==> config.mk <==
export PLATFORM = sky130hd
export DESIGN_NAME = mod_timer_arbiter
export DESIGN_NICKNAME = d
export VERILOG_FILES = /design/src/rtl/mod_timer_arbiter.sv
export SDC_FILE = /design/constraint.sdc
export NUM_CORES = 1
export LEC_CHECK = 0
export ABC_AREA = 1
export ABC_CLOCK_PERIOD_IN_PS = 2500
export CORE_MARGIN = 3
export CORE_UTILIZATION = 49
export DETAILED_ROUTE_END_ITERATION = 7
export HOLD_SLACK_MARGIN = 0.02
export PLACE_DENSITY = 0.81
export SETUP_SLACK_MARGIN = 0.2
export SLEW_MARGIN = 20
export SYNTH_ARGS = -nofsm -noshare
export SYNTH_HDL_FRONTEND = slang
export SYNTH_SLANG_ARGS = --single-unit
export TNS_END_PERCENT = 30
==> constraint.sdc <==
create_clock -name clk -period 2.5 [get_ports clk]
set_input_delay 0.5 -clock clk [delete_from_list [all_inputs] [get_ports clk]]
set_output_delay 0.5 -clock clk [all_outputs]
set_load 0.1 [all_outputs]
==> src/rtl/mod_timer_arbiter.sv <==
// Round-robin arbiter that lends one shared modulus counter to N_REQ requesters.
// The winner counts up to its latched length on tick_en, gets a done pulse, then the block re-arbitrates.
module mod_timer_arbiter #(
    parameter int N_REQ = 4,
    parameter int CW    = 8,
    parameter int IDXW  = $clog2(N_REQ)
) (
    input  logic                  clk,
    input  logic                  rst,
    input  logic [N_REQ-1:0]      req,
    input  logic [N_REQ*CW-1:0]   len,
    input  logic                  tick_en,
    output logic [N_REQ-1:0]      grant,
    output logic                  busy,
    output logic [CW-1:0]         count,
    output logic [N_REQ-1:0]      done
);

    typedef enum logic [1:0] {
        S_IDLE = 2'd0,
        S_RUN  = 2'd1,
        S_DONE = 2'd2
    } state_e;

    state_e           state_q, state_d;
    logic [N_REQ-1:0] grant_q, grant_d;
    logic             busy_q, busy_d;
    logic [CW-1:0]    count_q, count_d;
    logic [N_REQ-1:0] done_q, done_d;
    logic [IDXW-1:0]  ptr_q, ptr_d;
    logic [IDXW-1:0]  win_q, win_d;
    logic [CW-1:0]    mod_len_q, mod_len_d;

    logic [CW-1:0]    len_arr [N_REQ];
    logic             found;
    logic [IDXW-1:0]  pick;
    logic [IDXW-1:0]  ptr_after;
    logic             last_tick;

    for (genvar i = 0; i < N_REQ; i++) begin : g_len
        assign len_arr[i] = len[i*CW +: CW];
    end

    function automatic logic [N_REQ-1:0] onehot(input logic [IDXW-1:0] idx);
        logic [N_REQ-1:0] v;
        v      = '0;
        v[idx] = 1'b1;
        return v;
    endfunction

    // First set request bit at or above ptr_q, wrapping past N_REQ-1 to 0.
    always_comb begin
        int              p;
        logic [IDXW-1:0] pidx;
        found = 1'b0;
        pick  = '0;
        p     = 0;
        pidx  = '0;
        for (int k = 0; k < N_REQ; k++) begin
            p = int'(ptr_q) + k;
            if (p >= N_REQ) begin
                p = p - N_REQ;
            end
            pidx = IDXW'(p);
            if (!found && req[pidx]) begin
                found = 1'b1;
                pick  = pidx;
            end
        end
    end

    assign ptr_after = (win_q == IDXW'(N_REQ - 1)) ? '0 : win_q + IDXW'(1);

    // mod_len of zero wraps to all-ones here, giving the full 2^CW modulus.
    assign last_tick = tick_en && (count_q == mod_len_q - CW'(1));

    always_comb begin
        state_d   = state_q;
        grant_d   = grant_q;
        busy_d    = busy_q;
        count_d   = count_q;
        done_d    = '0;
        ptr_d     = ptr_q;
        win_d     = win_q;
        mod_len_d = mod_len_q;
        case (state_q)
            S_IDLE: begin
                grant_d = '0;
                busy_d  = 1'b0;
                count_d = '0;
                if (found) begin
                    state_d   = S_RUN;
                    win_d     = pick;
                    mod_len_d = len_arr[pick];
                    grant_d   = onehot(pick);
                    busy_d    = 1'b1;
                end
            end
            S_RUN: begin
                if (!req[win_q]) begin
                    state_d = S_IDLE;
                    grant_d = '0;
                    busy_d  = 1'b0;
                    count_d = '0;
                    ptr_d   = ptr_after;
                end else if (last_tick) begin
                    state_d = S_DONE;
                    grant_d = '0;
                    busy_d  = 1'b0;
                    count_d = '0;
                    done_d  = onehot(win_q);
                end else if (tick_en) begin
                    count_d = count_q + CW'(1);
                end
            end
            S_DONE: begin
                state_d = S_IDLE;
                ptr_d   = ptr_after;
            end
            default: begin
                state_d = S_IDLE;
                grant_d = '0;
                busy_d  = 1'b0;
                count_d = '0;
            end
        endcase
    end

    always_ff @(posedge clk) begin
        if (!rst) begin
            state_q   <= S_IDLE;
            grant_q   <= '0;
            busy_q    <= 1'b0;
            count_q   <= '0;
            done_q    <= '0;
            ptr_q     <= '0;
            win_q     <= '0;
            mod_len_q <= '0;
        end else begin
            state_q   <= state_d;
            grant_q   <= grant_d;
            busy_q    <= busy_d;
            count_q   <= count_d;
            done_q    <= done_d;
            ptr_q     <= ptr_d;
            win_q     <= win_d;
            mod_len_q <= mod_len_d;
        end
    end

    assign grant = grant_q;
    assign busy  = busy_q;
    assign count = count_q;
    assign done  = done_q;

    a_grant_onehot0: assert property (@(posedge clk) disable iff (!rst) $onehot0(grant_q));
    a_done_onehot0:  assert property (@(posedge clk) disable iff (!rst) $onehot0(done_q));
    a_no_overlap:    assert property (@(posedge clk) disable iff (!rst) !(|grant_q && |done_q));
    a_busy_grant:    assert property (@(posedge clk) disable iff (!rst) busy_q == |grant_q);

endmodule
---- After elaboration in Yosys (flattened, before gate mapping) ----
Cells that the tools add are included.
word-level totals
  input bits .............................. 39
  register bits after elaboration ......... 31
  output and inout bits ................... 17
cells by class
  bitwise gates (word level) .............. 2
  eq/ne operators ......................... 8
  $lt $le $gt $ge ......................... 13
  $add $sub $neg .......................... 10
  muxes and demuxes ....................... 48
  reduce and logical (&&, ||, !) cells .... 17
operators with widths
  cell                                                                          count
  8-bit 2-to-1 mux                                                              5
  2-bit 2-to-1 mux                                                              13
  2-bit by 3-bit less-than comparator with 1-bit output, second input constant  6
  8-bit binary-select mux with 2-bit select                                     1
  8-bit case mux with 2 select lines                                            1
  1-bit 2-to-1 mux                                                              14
  3-bit >= comparator, second input constant                                    4
  4-bit 2-to-1 mux                                                              3
  4-bit case mux with 3 select lines                                            1
  1-bit binary-select mux with 2-bit select                                     5
  2-bit AND reduction                                                           5
  8-bit by 1-bit adder with 8-bit output, second input constant                 1
  8-bit == test                                                                 1
  2-bit case mux with 2 select lines                                            2
  2-bit by 1-bit subtractor with 2-bit output, second input constant            4
  8-bit by 1-bit subtractor with 8-bit output, second input constant            1
  2-bit by 2-bit adder with 3-bit output, second input constant                 2
  1-bit logical AND                                                             6
  1-bit demux with 2-bit select                                                 2
  2-bit == test, second input constant                                          2
  2-bit by 1-bit >= comparator with 1-bit output, second input constant         2
  2-bit inequality test, second input constant                                  2
  4-bit inequality test, second input constant                                  1
  4-bit AND reduction                                                           1
  11 further kinds                                                              13

---- Longest topological paths before layout ----
  word-level depth ........................ 20
  mapped depth ............................ 16

---- Worst setup path after synthesis ----
Ideal clock, no wire load.
  path type ............................... register -> register
  start ................................... register count_q[2] (netlist: count[2])
  end ..................................... register count_q[4] (netlist: count[4])
  stages on the path, launching flop included .. 14
  slack ................................... 0.289 ns
  required time ........................... 2.380 ns
  clock period less this slack ............ 2.211 ns
  buffers on the path ..................... 0
  data arrival time ....................... 2.091 ns
  cell sequence ........................... dfxtp_1 -> inv_1 -> nand2_1 -> nand2_1 -> nand2_1 -> nand2_1 -> nor2_1 -> nand3_1 -> nor2_1 -> nand2_1 -> nand2_1 -> nand2_1 -> nand2_1 -> nor2_1
on the way
  longest elaborated chain between the ends .. 5
  elaborated cells between the ends (all ways) .. 9
RTL lines
  element                                                                  RTL line  text
  from (decl)                                                              28        logic [CW-1:0] count_q, count_d;
  from (signal assigned)                                                   143       count_q <= count_d;
  8-bit by 1-bit adder with 8-bit output or 8-bit == test (tied branches)  113, 75
  8-bit 2-to-1 mux or 1-bit logical AND (tied branches)                    112, 75
  8-bit 2-to-1 mux                                                         106       end else if (last_tick) begin
  8-bit 2-to-1 mux                                                         100       if (!req[win_q]) begin
  8-bit case mux with 2 select lines                                       86        case (state_q)
Several ways; a longest one is shown, not always the timed one. The select of a mux whose other input is x is not followed.
A chain may end at the register's enable or synchronous reset.

---- Worst setup path after layout ----
  start ................................... input req[3]
  end ..................................... register mod_len_q[2]
on the way
  longest elaborated chain between the ends .. 16
  elaborated cells between the ends (all ways) .. 27
RTL lines
  element                                                 RTL line  text
  from (decl)                                             10        input logic [N_REQ-1:0] req,
  1-bit binary-select mux with 2-bit select               65        if (!found && req[pidx]) begin
  1-bit 2-to-1 mux (not written as such)                  65
  1-bit 2-to-1 mux                                        65
  1-bit zero test                                         65
  1-bit logical AND                                       65
  1-bit 2-to-1 mux                                        65
  1-bit zero test                                         65
  1-bit logical AND                                       65
  1-bit 2-to-1 mux                                        65
  1-bit zero test                                         65
  1-bit logical AND                                       65
  2-bit 2-to-1 mux                                        65
  2-bit inverter with 3-bit output (not written as such)  94        mod_len_d = len_arr[pick];
  8-bit binary-select mux with 2-bit select               94
  8-bit 2-to-1 mux (not written as such) (2 in a row)     94
  to (signal assigned)                                    147       mod_len_q <= mod_len_d;
  to (decl)                                               32        logic [CW-1:0] mod_len_q, mod_len_d;
Several ways; a longest one is shown, not always the timed one. The select of a mux whose other input is x is not followed.

==> results.json <==
{
  "drt_iter0_drc": 103,
  "grt_pass1_wl_mm": 8.27,
  "antenna_found_initial": 0,
  "arrival_ns": 2.32,
  "power.density_nw_per_um2": 1150,
  "grt_max_degree": 21,
  "ys_ff_latch": 31,
  "synth_top_family_by_area": "simple AND/OR/NAND/NOR gates",
  "ys_top_cells_by_area": "dfxtp_1 30%, nand2_1 20%, nand3_1 10%",
  "p_total_mw": 3.12,
  "hold_viol_final": 0,
  "fin_nets": 437,
  "setup_viol": 0,
  "coreArea_sq_um": 4030,
  "synth_top_area_cell": "dfxtp_1",
  "ctsResizeCount": 0,
  "synth_xor_area_share_pct": 6.15,
  "max_clock_freq_ghz": 0.466,
  "cts_root_buf": "clkbuf_8",
  "crit_start": "req[3]",
  "worst_slack_ns": 0.355,
  "antenna_cells": 0,
  "initial_utilization_pct": 51.5,
  "cts_hold_buf": 0,
  "ys.flop_type": "dfxtp_1",
  "cp_data_required_time_ns": 2.68,
  "synth_compound_area_share_pct": 7.78,
  "rr_startpoint": "ptr_q[0]",
  "synth_cells": 332,
  "rows": 23,
  "htree_levels": 2,
  "synthesis.area_sq_um": 2070,
  "dr.pass1.iters": 4,
  "tritoncts": "done",
  "routedWlPerCell_microns": 10.9,
  "io_buffer_count": 55,
  "route.detailed.drc": 0,
  "p_leak_nw": 1.32,
  "place_ws_ns": 0.0582,
  "synthToLayoutAreaGrowth_pct": 31.2,
  "grt_util_all_layers_pct": 20.0,
  "synthAdderAreaFrac_pct": 3.62,
  "die_w_microns": 71.1,
  "maxCapViolCount": 0,
  "antenna_left": 0,
  "yosysTopAreaCellShare_pct": 29.9,
  "critPathMaxFanout": 11,
  "drv_slew": 0,
  "synth_enable_flop_cells": 0,
  "via_count": 2203,
  "finalCritPeriodShare_pct": 85.8,
  "cts_max_path_buffers": 2,
  "drive_above_1_share_pct": 13.0,
  "layout_commonest_cell": "nand2_1",
  "worstSetupPathType": "input port to register",
  "synthSimpleGateAreaFrac_pct": 42.8,
  "rsz0062_at_grt": "yes",
  "min_period_ns": 2.14,
  "tns_ns": 0,
  "cts_num_sinks": 31,
  "clkTransAtPathRegs_ns": 0.07,
  "overflow": 0,
  "hold_class": "register to register",
  "gp_congestion": 0.849,
  "routed_wl_mm": 4.84,
  "start_kind": "input port",
  "vdd_drop_max_v": 0.000911,
  "timing.slew.headroom_pct": 72.3,
  "numCtsBuffers": 5,
  "async_flop_share_pct": 0,
  "end_kind": "register",
  "worst_slew_pin_slew_ns": 0.414,
  "synth_nets": 377,
  "layout_common_cells": "106 x nand2_1, 42 x nand3_1, 38 x clkdlybuf4s50_1",
  "ys_seq_area_share_pct": 29.9,
  "grt_pass1_vias": 1959,
  "clock_latency_ns": 0.28,
  "status": "finished, final reports clean",
  "fin_skew_ns": 0.00418,
  "yosys_warnings": 0,
  "post_cts_buffers": 0,
  "ios": 56,
  "die_area_sq_um": 5050,
  "hpwlAfterDp_mm": 3.86,
  "viasPerCell": 4.97,
  "synth.area.mux_share_pct": 0,
  "fp.dieH_microns": 71.1,
  "syn_avg_cell_area_sq_um": 6.25,
  "worst_hold_startpoint": "grant[3]",
  "synth_cell_types": 28
}
## synthesized netlist by cell type, types with 3 or more instances
cell and instances:
inv_1 32, inv_2 6, o21ai_1 8, ha_1 6
o21ai_0 5, nand4_1 3, xor2_1 7, xnor2_1 5
buf_6 3, a21oi_1 16, nand2_2 5, nor3_1 4
dfxtp_1 31, nand3_1 42, nand2_1 108, nor2_1 34
nor2_2 3
## flip-flops by register name, summed over array words and instances (netlist names)
| register | count |
|---|---|
| win_q | 2 |
| state_q | 2 |
| ptr_q | 2 |
| grant | 4 |
| mod_len_q | 8 |
| busy | 1 |
| done | 4 |
| count | 8 |
## report_power, final
part           leakage [nW]  internal [mW]  switching [mW]  total [mW]
clock                0.0412          0.194           0.188       0.382
sequential            0.254          0.611           0.132       0.744
combinational          1.02          0.697            1.30        2.00
total                  1.32           1.50            1.62        3.12
## metrics by stage
stage	utilization, %	hold WS [ns]	area [sq um]	instances
3_5_place_dp	65.3	0.457	2630	435
6_report	67.5	0.462	2720	443
4_1_cts	67.4	0.468	2720	443
5_1_grt	67.5	0.490	2720	443
3_3_place_gp	65.3	0.453	2630	435
2_1_floorplan	-	0.499	2070	332
## worst max-delay path, stage by stage
cell	delay [ns]
clkdlybuf4s50_1	0.50
inv_1	0.07
nand2_1	0.08
nand2_1	0.07
o21ai_1	0.18
inv_1	0.11
nand3_1	0.10
nand3_2	0.20
buf_4	0.23
nand4_1	0.07
nand3_1	0.07
nor2_1	0.09
nor2_1	0.04
## cells by family after synthesis
kind of cell	after synthesis
xor gates and xnor gates	13
adders and majority gates	6
buffers and inverters	46
AOI/OAI and AO/OA	31
DFF	31
and+or+nand+nor	205
## routing by layer
| layer | wire, microns | vias to the layer above | track usage (%) |
|---|---|---|---|
| met5 | 0 | - | 0 |
| met4 | 58 | 0 | 7.31 |
| met3 | 311 | 4 | 5.26 |
| met2 | 2180 | 76 | 31.7 |
| met1 | 2290 | 953 | 26.3 |
| li1 | - | 1170 | - |
## final timing paths
| path | endpoint | slack [ns] | depth (start not counted) |
|---|---|---|---|
| setup / recovery | mod_len_q[2] | 0.36 | 13 |
| hold / removal | grant[3] | 0.46 | 2 |
| setup reg to reg | mod_len_q[2] | 0.40 | 12 |
| hold reg to reg | grant[3] | 0.46 | 2 |
## layout make-up
type,count,area (sq um)
inverter,38,143
clock inverter,2,12.5
clock buffer,6,72.6
fill,382,1310
multi-input combinational,255,1260
sequential,31,621
tap,50,62.6
timing repair buffer,61,553
Power figures use the tool's default switching activity.
